$ cat src/rtl/alu_scheduler.sv
// Round-robin front end for a single shared, combinational ALU. Operations are
// issued one at a time and broadcast on a result bus (CDB) with a destination tag.
module alu_scheduler #(
  parameter int NREQ    = 4,
  parameter int TAG_W   = 4,
  parameter int MUL_LAT = 3
) (
  input  logic                    clk,
  input  logic                    rst,
  input  logic [NREQ-1:0]         req_valid,
  output logic [NREQ-1:0]         req_ready,
  input  logic [3*NREQ-1:0]       req_op,
  input  logic [32*NREQ-1:0]      req_src1,
  input  logic [32*NREQ-1:0]      req_src2,
  input  logic [TAG_W*NREQ-1:0]   req_tag,
  output logic [2:0]              alu_op,
  output logic [31:0]             alu_src1,
  output logic [31:0]             alu_src2,
  input  logic [31:0]             alu_result,
  output logic                    cdb_valid,
  input  logic                    cdb_ready,
  output logic [TAG_W-1:0]        cdb_tag,
  output logic [31:0]             cdb_data,
  output logic                    busy
);

  localparam int         PTR_W   = (NREQ > 1) ? $clog2(NREQ) : 1;
  localparam logic [2:0] OP_MUL  = 3'd1;
  localparam logic [3:0] MUL_CNT = 4'(MUL_LAT - 1);

  typedef enum logic [1:0] {IDLE, EXEC, DONE} state_e;

  state_e             state, state_nxt;
  logic [PTR_W-1:0]   rr_ptr;
  logic [PTR_W-1:0]   gnt_idx;
  logic               gnt_any;
  logic               handshake;
  logic [3:0]         cnt;
  logic [2:0]         op_q;
  logic [31:0]        src1_q, src2_q;
  logic [TAG_W-1:0]   tag_q;
  logic [2:0]         gnt_op;

  // Rotating priority search: first valid requester at or above rr_ptr, modulo NREQ.
  always_comb begin
    // NOTE: every combinational output gets a default first so no path leaves it
    // unassigned; that is what keeps a latch from being inferred.
    int idx;
    gnt_any = 1'b0;
    gnt_idx = '0;
    idx     = 0;
    for (int k = 0; k < NREQ; k++) begin
      idx = int'(rr_ptr) + k;
      if (idx >= NREQ) idx = idx - NREQ;
      if (!gnt_any && req_valid[PTR_W'(idx)]) begin
        gnt_any = 1'b1;
        gnt_idx = PTR_W'(idx);
      end
    end
  end

  assign handshake = (state == IDLE) && !rst && gnt_any;
  assign gnt_op    = req_op[3*gnt_idx +: 3];

  // NOTE: reset is sampled on the clock edge only, so it sits inside the
  // clocked block rather than in its sensitivity list.
  always_ff @(posedge clk) begin
    if (rst) state <= IDLE;
    else     state <= state_nxt;
  end

  always_comb begin
    state_nxt = state;
    unique case (state)
      IDLE:    if (handshake)    state_nxt = EXEC;
      EXEC:    if (cnt == 4'd0)  state_nxt = DONE;
      DONE:    if (cdb_ready)    state_nxt = IDLE;
      default:                   state_nxt = IDLE;
    endcase
  end

  always_comb begin
    req_ready = '0;
    if (handshake) req_ready[gnt_idx] = 1'b1;
    busy      = (state != IDLE);
    cdb_valid = (state == DONE);
  end

  // Operands are captured at the grant so the ALU never sees the request ports.
  // NOTE: sequential state uses non-blocking assignments so every register
  // samples pre-edge values regardless of statement order.
  always_ff @(posedge clk) begin
    if (rst) begin
      rr_ptr   <= '0;
      cnt      <= '0;
      op_q     <= '0;
      src1_q   <= '0;
      src2_q   <= '0;
      tag_q    <= '0;
      cdb_data <= '0;
      cdb_tag  <= '0;
    end else begin
      if (handshake) begin
        op_q   <= gnt_op;
        src1_q <= req_src1[32*gnt_idx +: 32];
        src2_q <= req_src2[32*gnt_idx +: 32];
        tag_q  <= req_tag[TAG_W*gnt_idx +: TAG_W];
        cnt    <= (gnt_op == OP_MUL) ? MUL_CNT : 4'd0;
        rr_ptr <= (gnt_idx == PTR_W'(NREQ - 1)) ? '0 : gnt_idx + 1'b1;
      end else if (state == EXEC && cnt != 4'd0) begin
        cnt <= cnt - 4'd1;
      end
      // Codes 4-7 are illegal and broadcast zero instead of whatever the ALU returns.
      if (state == EXEC && cnt == 4'd0) begin
        cdb_data <= op_q[2] ? 32'd0 : alu_result;
        cdb_tag  <= tag_q;
      end
    end
  end

  assign alu_op   = op_q;
  assign alu_src1 = src1_q;
  assign alu_src2 = src2_q;

endmodule

$ cat config.mk
export PLATFORM = sky130hd
export DESIGN_NAME = alu_scheduler
export DESIGN_NICKNAME = d
export VERILOG_FILES = /design/src/rtl/alu_scheduler.sv
export SDC_FILE = /design/constraint.sdc
export NUM_CORES = 1
export LEC_CHECK = 0
export ABC_AREA = 1
export BUFFER_PORTS_ARGS = -buffer_cell sky130_fd_sc_hd__buf_4
export CORE_AREA = 2 2 168 170
export CTS_BUF_LIST = sky130_fd_sc_hd__clkbuf_4 sky130_fd_sc_hd__clkbuf_8
export DETAILED_ROUTE_END_ITERATION = 8
export DIE_AREA = 0 0 170 172
export PLACE_DENSITY = 0.63
export SYNTH_ARGS = -nofsm -noshare
export SYNTH_HDL_FRONTEND = slang
export SYNTH_SLANG_ARGS = --single-unit
$ cat constraint.sdc
create_clock -name clk -period 2.4 [get_ports clk]
set_input_delay 0.12 -clock clk [delete_from_list [all_inputs] [get_ports clk]]
set_output_delay 0.12 -clock clk [all_outputs]
set_load 0.01 [all_outputs]
Word-level counts from Yosys, hierarchy flattened
Index checks and enable logic that the tools add are counted.
- $add $sub $neg: 9
- multiply operators: 1
- order comparisons: 10
- equal/unequal tests: 7
- shift operators: 4
- muxes and demuxes: 36
- reductions and logical operators: 18
- operator list (cell ; count):
    $shiftx 128x8->32 ; 2
    $mux 32 ; 1
    $mux 2 ; 13
    $lt 2x4->1 const B ; 4
    $shiftx 16x5->4 ; 1
    $mux 1 ; 13
    $mux 4 ; 3
    $shiftx 12x5->3 ; 1
    $ge 3x3->1 const B ; 3
    $bmux 1 s2 ; 4
    $logic_and 1x1->1 ; 8
    $sub 2x1->2 const B ; 4
    $add 2x2->3 const B ; 2
    $pmux 2 s3 ; 1
    $eq 2x2->1 const B ; 2
    $logic_not 1->1 ; 4
    $logic_not 4->1 ; 1
    $mul 2x2->4 const A ; 1
    $ne 2x2->1 const B ; 2
    $reduce_bool 2->1 ; 2
    $reduce_bool 4->1 ; 1
    $sub 4x1->4 const B ; 1
    $add 2x1->3 const B ; 1
    $eq 3x1->1 const B ; 1
    9 further kinds ; 9
- register bits after elaboration: 115
- input port bits: 323
- output and inout bits: 109
- word-level logic and storage cells: 94

Depth between registers and ports, before layout
- depth after elaboration: 20
- gate-level depth with buffers: 17
- depth with buffers taken out: 16

Worst setup path before layout
Ideal clock, no wire load.
- kind: flip-flop to flip-flop
- start point: reg rr_ptr[0]
- end point: reg rr_ptr[1]
- library setup time: 0.122 ns
- data arrival time: 1.888 ns
- required time: 2.278 ns
- slack: 0.390 ns
- stages on the path, launching flop included: 16
- buffers on the path: 3
- period minus slack after synthesis: 2.010 ns
- cell sequence: dfxtp_1 -> buf_6 -> inv_4 -> nand2_1 -> nand2_2 -> nand2_1 -> inv_1 -> nor2_1 -> nand3_4 -> nand3_4 -> inv_2 -> buf_6 -> buf_2 -> ha_1 -> nand2_1 -> o21ai_0
- cells in the longest elaborated chain, start to end: 17
- elaborated cells between the ends (all ways): 45
- classes of those cells: add/sub: 8; order compare: 4; eq/ne: 1; mux: 25; reduce/logical: 7
- RTL lines (what ; RTL line ; RTL):
    from (decl) ; 34 ; logic [PTR_W-1:0] rr_ptr;
    from (signal assigned) ; 109 ; rr_ptr <= (gnt_idx == PTR_W'(NREQ - 1)) ? '0 : gnt_idx + 1'b1;
    branches (longest 17 deep; another with $add 2x1->3) ; - ;
Several ways; the timed one is not identified. The select of a mux whose other input is x is not followed.
A chain may end at the register's enable or synchronous reset.

Worst setup path in the final report
- start point: reg rr_ptr[0]
- end point: out req_ready[0]
- cells in the longest elaborated chain, start to end: 20
- elaborated cells between the ends (all ways): 48
- classes of those cells: add/sub: 7; order compare: 6; mux: 27; reduce/logical: 8
- RTL lines (what ; RTL line ; RTL):
    branches (longest 19 deep; another with $add 2x1->3) ; - ;
    $mux 4 * ; 84 ; if (handshake) req_ready[gnt_idx] = 1'b1;
    to (decl) ; 11 ; output logic [NREQ-1:0] req_ready,
Every way passes the cells marked *. The select of a mux whose other input is x is not followed.

==> results.md <==
- Count leader, synth: nand2_1
- Initial drt markers: 465
- Yosys top cell area share: 35.0%
- Largest net degree at the start of global routing: 70
- Starting Density: 23.9%
- HP Class: input port to flop
- Status: finished clean
- R2R setup slack: 0.13 ns
- Core Util, Final: 46.9%
- Worst path cell trace: buf_6, nand2_2, nand2_4, nand2_2, nand2_2, nand2_2, nand2_1, nand2_2, nand3_4, buf_12, ha_4, inv_2, nor2_2, buf_4
- Syn avg cell area: 6.39 µm²
- Synth Register Bits: 115
- Avg WL per Cell: 16.6 µm
- I/O Buffers: 431
- Die width: 170 µm
- Sequential fraction of the synthesis area: 35.0%
- Routed Antenna Nets: 0
- Total wire length: 33,000 µm
- Relative slew slack: 69.4%
- Final period utilization: 98.6%
- Placed cell area: 10,200 µm²
- Leak: 6.17 nW
- Global placement routability congestion: 0.879
- Post-synth EDFFs: 0
- Yosys warnings: 0
- GRT overflow: 0
- Initial antenna violation count: 1
- Final hold violations: 0
- Final total power: 15.4 mW
- Syn Std Cell Area: 6570 µm²
- Total Routing Usage GR: 21.3%
- Clk sinks: 115
- Num ports: 432
- CP Data Required Time: 2.28 ns
- Crit path DAT: 2.25 ns
- First drt pass iteration count: 6
- CTS tree: built
- Crit end category: output pin
- Worst slew pin tran: 0.459 ns
- Die area: 29,200 µm²
- Nets@finish: 1,962
- CTS clk-pin slew, worst paths: 0.08 ns
- DR vias: 9,427
- Clock buffer depth: 2
- Final min period: 2.37 ns
- CTS Buf Count: 17
- Post-route setup slack: 0.0331 ns
- Critical path launch point type: flop
- Post-place setup slack: 0.0353 ns
- Main area contributors after synthesis: dfxtp_1, nand2_1, nand3_1, a21oi_1, o21ai_0
- First-pass GRT wire length: 48,600 µm
- RSZ-0062 raised after global routing: yes
- CTS root buffer: clkbuf_8
- Yosys cell types: 30
- Worst skew pair latency: 0.45 ns
- Share of layout cells above drive strength 1: 36.6%
- CP Class: flop to output pin
- Setup Viol. Count Final: 0
- FFs w/ async S/R, synth: 0%
- Clock skew: 0.0291 ns
- Pwr/cell area: 1190 nW/µm²
- Die span in y: 172 µm
- H-tree depth: 4
- Yosys top cell by area: dfxtp_1
- Number of global-route vias before repair: 9,299
- Cell row count: 61
- Post-DP HPWL: 21,400 µm
- MaxCap Viol Count: 0
- Worst vdd ir: 0.000804 V
- Predominant post-synthesis flop cell: dfxtp_1
- Max Clock Freq: 422 MHz
- Syn-to-layout area delta: 96.1%
- Synth top cells by count: nand2_1, nand3_1, dfxtp_1
- Slowest stage delay, CP: 0.39 ns
- DR vias/cell: 4.73
- Core area: 27,500 µm²
- Cell mode on critical path: nand2_2
- DRC errors left: 0
- Fillers: 2,626
- Final Instance Area: 12,900 µm²
- Worst path slowest cell: dfxtp_4
- Crit-path max FO: 6
- Post-synth net total: 1,357
- Cell count after synthesis: 1,028
- Final TNS setup: 0 ns
- Max-slew violations: 0
[routing by layer]
layer	vias up	wire [µm]	GRT usage, %
met1	4306	13400	25.0
met3	71	2520	5.70
li1	4593	-	-
met4	0	1150	8.58
met2	457	16000	37.1
met5	-	0	0
[per-stage QoR]
| step | hold slack [ns] | instances |
|---|---|---|
| after floorplan | 0.284 | 1028 |
| after global placement | 0.376 | 1757 |
| after detailed placement | 0.382 | 1757 |
| after CTS | 0.000139 | 1984 |
| after global routing | 0.0193 | 1993 |
| final | 0.0370 | 1993 |
[critical path: cells and delay by family (launching register included)]
kind | cells | cell delay [ns]
buf+inv | 4 | 0.51
fa+ha+maj | 1 | 0.16
flops | 1 | 0.39
simple gates | 9 | 0.73
[path summary, 6_finish.rpt]
path | from | end | depth (start not counted)
setup / recovery | rr_ptr[0] | req_ready[0] | 14
hold / removal | req_src1[74] | alu_src1[10] | 5
setup reg to reg | rr_ptr[0] | alu_src2[1] | 17
hold reg to reg | alu_src1[22] | alu_src1[22] | 2
[state kept, by name, summed over array words and instances, names as in the netlist]
name	count
alu_src1	32
alu_src2	32
cdb_data	32
cdb_tag	4
cnt	4
tag_q	4
alu_op	3
rr_ptr	2
state	2
[layout by cell type (no fill, tap or decap), drive strengths merged, types with 61 or more instances in the layout]
cell type    netlist  layout
buf               54     484
nand2            326     326
dlygate4sd3        0     176
nand3            140     140
dfxtp            115     115
o21ai             98      98
nor2              70      70
inv               60      68
a21oi             61      61
[cell families (layout without fill, tap and decap cells)]
logic type               after synthesis  in the layout  synth area share, %
AND/OR/NAND/NOR                      563            563                 36.7
AO/OA/AOI/OAI                        203            203                 16.7
buffers and inverters                138            756                 9.97
flip-flops                           115            115                 35.0
adder cells (fa/ha/maj)                6              6                 1.14
XOR/XNOR                               3              3                0.400
other                                  0              1                    0
[where the power goes]
group          internal [mW]  leakage (nW)  switching, mW
combinational           4.64          5.02           5.91
clock                  0.955         0.201           1.00
sequential              2.51         0.950          0.339
[what timing repair did]
item,in CTS,in global routing
hold buffers,176,0
buffers inserted,15,9
endpoints found under the hold margin,99,0
resized for setup,21,46
pin swaps,8,25
setup endpoints to repair,5,52
cloned,4,0
[final cells by class]
class                      instances  area, µm²  share of cell area (%)
multi-input combinational        775       3800                    29.5
antenna                            1       2.50                  0.0194
clock buffer                      17        234                    1.82
tap                              346        433                    3.36
sequential                       115       2310                    17.9
timing repair buffer             663       5690                    44.1
clock inverter                    15        170                    1.32
inverter                          61        251                    1.95
No activity file was read; power rests on OpenSTA's default activity.
